[src/rtl/absmax_reduce_ctrl.sv]
// rtl/absmax_reduce_ctrl.sv - streaming per-lane max-|x| reduction with index tracking
// Holds the FP types, the segmented magnitude comparator and the reduction sequencer.

package absmax_pkg;
  typedef enum logic [1:0] {
    FP32 = 2'd0,
    FP16 = 2'd1,
    BF16 = 2'd2
  } fp_fmt_e;

  typedef union packed {
    logic [31:0] word;
    struct packed {
      logic [15:0] hi;
      logic [15:0] lo;
    } lanes;
  } fp_vec_u;
endpackage

module abs_comparator
  import absmax_pkg::*;
(
  input  fp_fmt_e fmt,
  input  fp_vec_u x,
  input  fp_vec_u y,
  output logic    swap_h,
  output logic    swap_l
);
  logic [31:0] mask;
  logic [31:0] xm;
  logic [31:0] ym;

  // Sign bits are masked so the raw-bit unsigned compare orders by magnitude.
  always_comb begin
    mask   = (fmt == FP16) ? 32'h7FFF_7FFF : 32'h7FFF_FFFF;
    xm     = x.word & mask;
    ym     = y.word & mask;
    swap_h = 1'b0;
    swap_l = 1'b0;
    if (fmt == FP16) begin
      swap_h = ym[31:16] > xm[31:16];
      swap_l = ym[15:0] > xm[15:0];
    end else begin
      swap_h = ym > xm;
    end
  end
endmodule

module absmax_reduce_ctrl
  import absmax_pkg::*;
#(
  parameter int IDX_W = 16
) (
  input  logic             clk,
  input  logic             rst_n,
  input  logic             in_valid,
  output logic             in_ready,
  input  fp_vec_u          in_data,
  input  fp_fmt_e          in_fmt,
  input  logic             in_last,
  output logic             out_valid,
  input  logic             out_ready,
  output fp_vec_u          out_data,
  output logic [IDX_W-1:0] out_idx_hi,
  output logic [IDX_W-1:0] out_idx_lo,
  output fp_fmt_e          out_fmt,
  output logic             busy
);
  typedef enum logic [1:0] {
    IDLE = 2'd0,
    ACC  = 2'd1,
    DONE = 2'd2
  } state_e;

  state_e           state;
  state_e           state_nxt;
  fp_vec_u          acc;
  fp_fmt_e          fmt_q;
  logic [IDX_W-1:0] idx_hi;
  logic [IDX_W-1:0] idx_lo;
  logic [IDX_W-1:0] cnt;
  logic             accept;
  logic             swap_h;
  logic             swap_l;

  abs_comparator u_cmp (
    .fmt    (fmt_q),
    .x      (acc),
    .y      (in_data),
    .swap_h (swap_h),
    .swap_l (swap_l)
  );

  always_ff @(posedge clk or negedge rst_n) begin
    if (!rst_n) state <= IDLE;
    else        state <= state_nxt;
  end

  always_comb begin
    state_nxt = state;
    in_ready  = 1'b1;
    out_valid = 1'b0;
    accept    = 1'b0;
    case (state)
      IDLE: begin
        accept = in_valid;
        if (in_valid) state_nxt = in_last ? DONE : ACC;
      end
      ACC: begin
        accept = in_valid;
        if (in_valid && in_last) state_nxt = DONE;
      end
      DONE: begin
        in_ready  = 1'b0;
        out_valid = 1'b1;
        if (out_ready) state_nxt = IDLE;
      end
      default: state_nxt = IDLE;
    endcase
  end

  always_ff @(posedge clk or negedge rst_n) begin
    if (!rst_n) begin
      acc    <= '0;
      fmt_q  <= FP32;
      idx_hi <= '0;
      idx_lo <= '0;
      cnt    <= '0;
    end else if (accept) begin
      if (state == IDLE) begin
        acc    <= in_data;
        fmt_q  <= in_fmt;
        idx_hi <= '0;
        idx_lo <= '0;
        cnt    <= {{(IDX_W-1){1'b0}}, 1'b1};
      end else begin
        if (fmt_q == FP16) begin
          if (swap_h) begin
            acc.lanes.hi <= in_data.lanes.hi;
            idx_hi       <= cnt;
          end
          if (swap_l) begin
            acc.lanes.lo <= in_data.lanes.lo;
            idx_lo       <= cnt;
          end
        end else if (swap_h) begin
          acc    <= in_data;
          idx_hi <= cnt;
          idx_lo <= cnt;
        end
        if (cnt != {IDX_W{1'b1}}) cnt <= cnt + {{(IDX_W-1){1'b0}}, 1'b1};
      end
    end
  end

  assign out_data   = acc;
  assign out_idx_hi = idx_hi;
  assign out_idx_lo = idx_lo;
  assign out_fmt    = fmt_q;
  assign busy       = (state != IDLE);
endmodule

[config.mk]
export PLATFORM = sky130hd
export DESIGN_NAME = absmax_reduce_ctrl
export DESIGN_NICKNAME = d
export VERILOG_FILES = /design/src/rtl/absmax_reduce_ctrl.sv
export SDC_FILE = /design/constraint.sdc
export NUM_CORES = 1
export LEC_CHECK = 0
export ABC_AREA = 1
export CORE_MARGIN = 3
export CORE_UTILIZATION = 46
export DETAILED_ROUTE_END_ITERATION = 8
export GPL_TIMING_DRIVEN = 1
export PLACE_DENSITY = 0.76
export SYNTH_ARGS = -nofsm -noshare
export SYNTH_HDL_FRONTEND = slang
export SYNTH_SLANG_ARGS = --single-unit
[constraint.sdc]
create_clock -name clk -period 2 [get_ports clk]
set_clock_uncertainty 0.1 [all_clocks]
set_input_delay 0.2 -clock clk [delete_from_list [all_inputs] [get_ports clk]]
set_output_delay 0.2 -clock clk [all_outputs]
set_load 0.02 [all_outputs]
Word-level counts from Yosys, hierarchy flattened
Cells that the tools add are included.
{"block": "classes", "n_addsub": 1, "n_lt_le_gt_ge": 3, "eq_ne": 8, "muxes": 23, "bitwise": 2, "reduce_logical": 12}
{"operator": "2-to-1 mux 16 bit", "n": 10}
{"operator": "2-to-1 mux 32 bit", "n": 3}
{"operator": "AND 32 bit", "n": 2}
{"operator": "greater-than comparator 16 bit", "n": 2}
{"operator": "greater-than comparator 32 bit", "n": 1}
{"operator": "adder 16 x 1 -> 16 bit (second input constant)", "n": 1}
{"operator": "!= test 16 bit (second input constant)", "n": 1}
{"operator": "2-to-1 mux 2 bit", "n": 4}
{"operator": "!= test 2 bit (second input constant)", "n": 3}
{"operator": "one-hot mux 2 bit (3 select lines)", "n": 1}
{"operator": "AND reduction 2 bit", "n": 3}
{"operator": "AND reduction 3 bit", "n": 2}
{"operator": "nonzero test 2 bit", "n": 3}
{"operator": "2-to-1 mux 1 bit", "n": 5}
{"operator": "== test 2 x 1 -> 1 bit (second input constant)", "n": 2}
{"operator": "!= test 3 bit (second input constant)", "n": 1}
{"operator": "nonzero test 3 bit", "n": 1}
{"operator": "== test 2 bit (second input constant)", "n": 1}
{"operator": "zero test 2 bit", "n": 1}
{"operator": "OR reduction 2 bit", "n": 1}
{"operator": "logical AND 1 bit", "n": 1}
{"block": "totals", "ff_bits": 84, "out_inout_bits": 69}

Longest topological paths before layout
{"block": "logic_depth", "ltp_word": 8, "mapped_depth": 19, "ltp_nobuf": 18}

Hierarchy
Synthesis repeated with hierarchy kept, for this count alone.
{"block": "hier_totals", "cells_unflattened": 635, "hier_area_um2": 4680.7}
{"mod": "absmax_reduce_ctrl", "instances": 1, "cells_per_inst": 479, "area_per_inst_um2": 3738.6}
{"mod": "abs_comparator", "instances": 1, "cells_per_inst": 156, "area_per_inst_um2": 942.2}

Worst setup path after synthesis
OpenSTA, ideal clock, no wires.
{"block": "synth_timing", "kind": "register to register", "startpoint": "register fmt_q[0] (netlist: out_fmt[0])", "endpoint": "register acc, in the netlist out_data[16]", "setup_ps": 117, "t_arrival_ps": 2005, "required_ps": 1783, "setup_slack_ps": -223, "path_stages_with_launch": 20, "path_buffers": 1, "synth_period_minus_slack_ps": 2223, "path_cell_list": "dfrtp_1 inv_1 nor2_1 inv_1 nand2_1 ha_1 nand2_1 nor2_1 nand2_1 inv_1 nand2_1 nand2_1 nand2_1 nand2_1 nand2_1 nand2_2 nand2_2 buf_6 nand2_1 nand2_1"}
{"block": "synth_between", "elab_chain_cells": 7, "elab_cells_between_ends": 10, "cone_classes": "order compare: 1; eq/ne: 1; mux: 4; bitwise: 2; reduce/logical: 2"}
{"item": "start: declaration", "line_no": "78", "source": "fp_fmt_e fmt_q;"}
{"item": "start signal: assignment", "line_no": "132", "source": "fmt_q <= in_fmt;"}
{"item": "== test 2 x 1 -> 1 bit *", "line_no": "35, 40, 137"}
{"item": "2-to-1 mux 16 bit", "line_no": "35", "source": "mask = (fmt == FP16) ? 32'h7FFF_7FFF : 32'h7FFF_FFFF;"}
{"item": "AND 32 bit, on equally long branches", "line_no": "37, 36"}
{"item": "greater-than comparator 32 bit", "line_no": "44", "source": "swap_h = ym > xm;"}
{"item": "2-to-1 mux 1 bit", "line_no": "40", "source": "if (fmt == FP16) begin"}
{"item": "nonzero test 2 bit (no line)"}
{"item": "AND reduction 2 bit (no line)"}
{"item": "end signal: assignment", "line_no": "131", "source": "acc <= in_data;"}
{"item": "end signal: assignment", "line_no": "147", "source": "acc <= in_data;"}
{"item": "end: declaration", "line_no": "77", "source": "fp_vec_u acc;"}
Mark *: on every way between the ends. The rest lies on a longest branch, timed or not.
A chain may end at the register's enable or synchronous reset.

Final worst setup path
{"block": "layout_timing", "startpoint": "register fmt_q[0] (netlist: out_fmt[0])", "endpoint": "register idx_hi[11] (netlist: out_idx_hi[11])"}
{"block": "layout_between", "elab_chain_cells": 7, "elab_cells_between_ends": 8, "cone_classes": "order compare: 1; eq/ne: 1; mux: 2; bitwise: 2; reduce/logical: 2"}
{"item": "== test 2 x 1 -> 1 bit *", "line_no": "35, 40, 137"}
{"item": "2-to-1 mux 16 bit", "line_no": "35"}
{"item": "AND 32 bit, on equally long branches", "line_no": "37, 36"}
{"item": "greater-than comparator 32 bit", "line_no": "44"}
{"item": "2-to-1 mux 1 bit *", "line_no": "40"}
{"item": "nonzero test 2 bit (no line) *"}
{"item": "AND reduction 2 bit (no line) *"}
{"item": "end signal: assignment", "line_no": "140", "source": "idx_hi <= cnt;"}
{"item": "end signal: assignment", "line_no": "148", "source": "idx_hi <= cnt;"}
{"item": "end: declaration", "line_no": "79", "source": "logic [IDX_W-1:0] idx_hi;"}
Marks and branches as above.

==> out/results.ini <==
[run_status]
result_of_the_run=complete, but fails checks
failed_checks=setup timing

[global_routing]
grt_max_degree=46
first_pass_grt_wire_length_mm=22.6
antenna_violations_before_repair=0
gr_ovfl_total=0
globalRouteTotalUtil_pct=24.7
first_global_vias=4599

[finish]
finalNetCount=846
area_delta_synth_final_pct=49.3
mostFrequentLayoutCell=sky130_fd_sc_hd__nand2_1
layout-drive-gt1-share_pct=20.0
layout.cells.non_filler=912
postLayoutCellArea_um2=7070
insertedDiodeCount=0
mostFrequentLayoutCells=157 x sky130_fd_sc_hd__nand2_1, 103 x sky130_fd_sc_hd__clkdlybuf4s50_1, 82 x sky130_fd_sc_hd__dfrtp_1

[synthesis]
synth.avg_cell_area_um2=7.78
synthFlopType=sky130_fd_sc_hd__dfrtp_1
syn-cell-area_um2=4740
netlist_top_cells_area=sky130_fd_sc_hd__dfrtp_1 44%, sky130_fd_sc_hd__nand2_1 16%, sky130_fd_sc_hd__ha_1 8.7%
synth.largest_area_cell=sky130_fd_sc_hd__dfrtp_1
synth_top_area_share_pct=44.4
ys_warnings=0
synth-async-reset-ratio_pct=100
synth_cells=609
net_count_synth=681
synth_edf_count=0
yosysUniqueCellTypes=27
synth.ff_latch_count=84
yosysSeqAreaShare_pct=44.4

[placed_design]
port_buffers=107
globalplace.congestion=0.872
dp_cells=877
dpl-instance-area_um2=6280
dp_hpwl_mm=9.35

[drt]
wire_per_inst_um=16.6
first_iter_violations=403
detail_route.drc_violations=0
drt_first_pass_iters=6
antenna_left=0
viasPerCell=5.38
postRouteWirelength_mm=15.1
detailroute.via_count=4908

[power_and_ir_drop]
cellInternalPower_uw=5510
switching_share_pct=45.2
p_total_uw=10100
combinationalPowerShare_pct=63.9
total_switching_power_uw=4540
power.clock.fraction_pct=12.0
ir_drop_v=0.000952
power.density_nw_per_um2=1420
seq_power_share_pct=24.1
static-leakage-power_uw=0.00353

[sta]
final_critical_path_setup_slack_ns=-0.510
hold_violations=0
worst_slew_margin_rel_pct=76.8
layout_worst_path_cycle_share_pct=125
final_max_slew_viol_count=0
rsz0062_at_grt=yes
hold_ws_ns=0.157
finalSetupTns_ns=-29.09
tightestPinTransition_ns=0.346
final_period_minus_worst_setup_slack_ns=2.51
timing.final.setup_violations=64
maximum_clock_rate_ghz=0.398

[floorplan]
floorplan.die_area_um2=11600
pin_count=108
site_row_count=36
die-width_um=108
coreArea_um2=9910
chipHeight_um=108
initial_core_util_pct=47.8

[setup_path]
worstRegToRegCells=19
required_time_at_the_endpoint_of_the_critical_path_ns=2.17
crit_arrival_ns=2.68
worst_setup_path_end_kind=flop
start_kind=flop
worst-path-max-fanout=16
timing.setup.critical_path_class=reg -> reg

[clock_network]
cts.sink_count=84
cts_tree=yes
cts-htree-levels=3
clk_pin_slew_ns=0.10
worst_skew_pair.late_latency_ns=0.38
clock_tree.buffer_depth=2
cts_root_buffer=sky130_fd_sc_hd__clkbuf_8
tritoncts.num_buffers=9

[run]
cap_viol_max_count=0

[worst_hold_path]
timing.hold.worst.class=in -> async

## routing by layer
metal	share of wire, %	wire length (um)	GRT usage (%)
met1	40	6030	33.7
met5	0	0	0
met3	8.0	1210	3.54
met2	50	7590	40.5
met4	1.7	258	8.30
## stage by stage
stage                     util (%)  setup slack, ns
final                         71.4           -0.510
after global routing          71.4           -0.633
after CTS                     68.0           -0.435
after detailed placement      63.4           -0.603
after global placement        63.4           -0.555
after floorplan                  -           -0.168
## worst paths after layout
| path | start | endpoint | slack, ns |
|---|---|---|---|
| hold reg to reg | out_idx_lo[1]$_DFFE_PN0P_ | out_idx_lo[1]$_DFFE_PN0P_ | 0.38 |
| setup / recovery | out_fmt[0]$_DFFE_PN0P_ | out_idx_hi[11]$_DFFE_PN0P_ | -0.51 |
| max in group asynchronous | rst_n | cnt[6]$_DFFE_PN0P_ | 1.02 |
| hold / removal | rst_n | out_data[13]$_DFFE_PN0P_ | 0.16 |
| min in group clk | in_fmt[1] | out_fmt[1]$_DFFE_PN0P_ | 0.27 |
| setup reg to reg | out_fmt[0]$_DFFE_PN0P_ | out_idx_hi[11]$_DFFE_PN0P_ | -0.51 |
## cells in the mapped netlist (3+ instances only)
cell type                 instances
sky130_fd_sc_hd__ha_1            33
sky130_fd_sc_hd__buf_2           12
sky130_fd_sc_hd__o21ai_0         14
sky130_fd_sc_hd__nand2_1        196
sky130_fd_sc_hd__a21o_1           3
sky130_fd_sc_hd__nand3_1         77
sky130_fd_sc_hd__nand2_2          5
sky130_fd_sc_hd__xor2_1           8
sky130_fd_sc_hd__dfrtp_1         84
sky130_fd_sc_hd__nor3_1           9
sky130_fd_sc_hd__nor2_1          40
sky130_fd_sc_hd__nand4_1          3
sky130_fd_sc_hd__inv_1           79
sky130_fd_sc_hd__buf_6            8
sky130_fd_sc_hd__o31ai_1          8
sky130_fd_sc_hd__a21oi_1         16
## power groups by stage
stage	registers, uW	logic [uW]	clock network, uW
floorplan	2920	2120	0
global placement	2410	4670	0
detailed placement	2430	4800	0
CTS	2410	5620	1210
global route	2460	6860	1290
finish	2420	6420	1210
## registers in the layout, summed over array words and instances, names as in the netlist
signal      cells
out_data       32
out_idx_lo     16
out_fmt         2
cnt            16
out_idx_hi     16
state           2
## area by class of cell
cell class	count	area, um^2
inverters	79	297
flip-flops and latches	84	2100
clock buffers	9	124
clock inverters	7	68.8
multi-input cells	427	2550
well taps	133	166
repair buffers	173	1760
fillers	737	2840
## repair_timing
| item | CTS | global route |
|---|---|---|
| setup endpoints to repair | 64 | 68 |
| setup buffers | 8 | 3 |
| pin swaps | 8 | 22 |
| hold endpoints to repair | 63 | 0 |
| cloned | 5 | 3 |
| gates resized for setup | 28 | 66 |
| hold buffers | 1 | 0 |
## cell families after synthesis
kind of cell	after synthesis	share of synthesized area, %
xor+xnor	8	1.48
compound gates	46	5.99
simple gates	336	29.8
flops	84	44.4
buf+inv	102	9.66
fa+ha+maj	33	8.71
## critical path, stage by stage, from the launching register on
cell                      delay, ns
sky130_fd_sc_hd__dfrtp_2       0.42
sky130_fd_sc_hd__inv_2         0.08
sky130_fd_sc_hd__nor2_4        0.06
sky130_fd_sc_hd__inv_2         0.07
sky130_fd_sc_hd__nand2_2       0.06
sky130_fd_sc_hd__ha_4          0.29
sky130_fd_sc_hd__nand2_4       0.06
sky130_fd_sc_hd__nor2_4        0.15
sky130_fd_sc_hd__nand2_4       0.08
sky130_fd_sc_hd__inv_2         0.06
sky130_fd_sc_hd__nand2_2       0.06
sky130_fd_sc_hd__nand2_4       0.09
sky130_fd_sc_hd__nand2_2       0.06
sky130_fd_sc_hd__nand2_2       0.09
sky130_fd_sc_hd__nand2_4       0.07
sky130_fd_sc_hd__buf_6         0.14
sky130_fd_sc_hd__nand2_8       0.16
sky130_fd_sc_hd__nand2_8       0.13
sky130_fd_sc_hd__nand2_1       0.12
sky130_fd_sc_hd__nand2_1       0.07
Power figures use the tool's default switching activity.
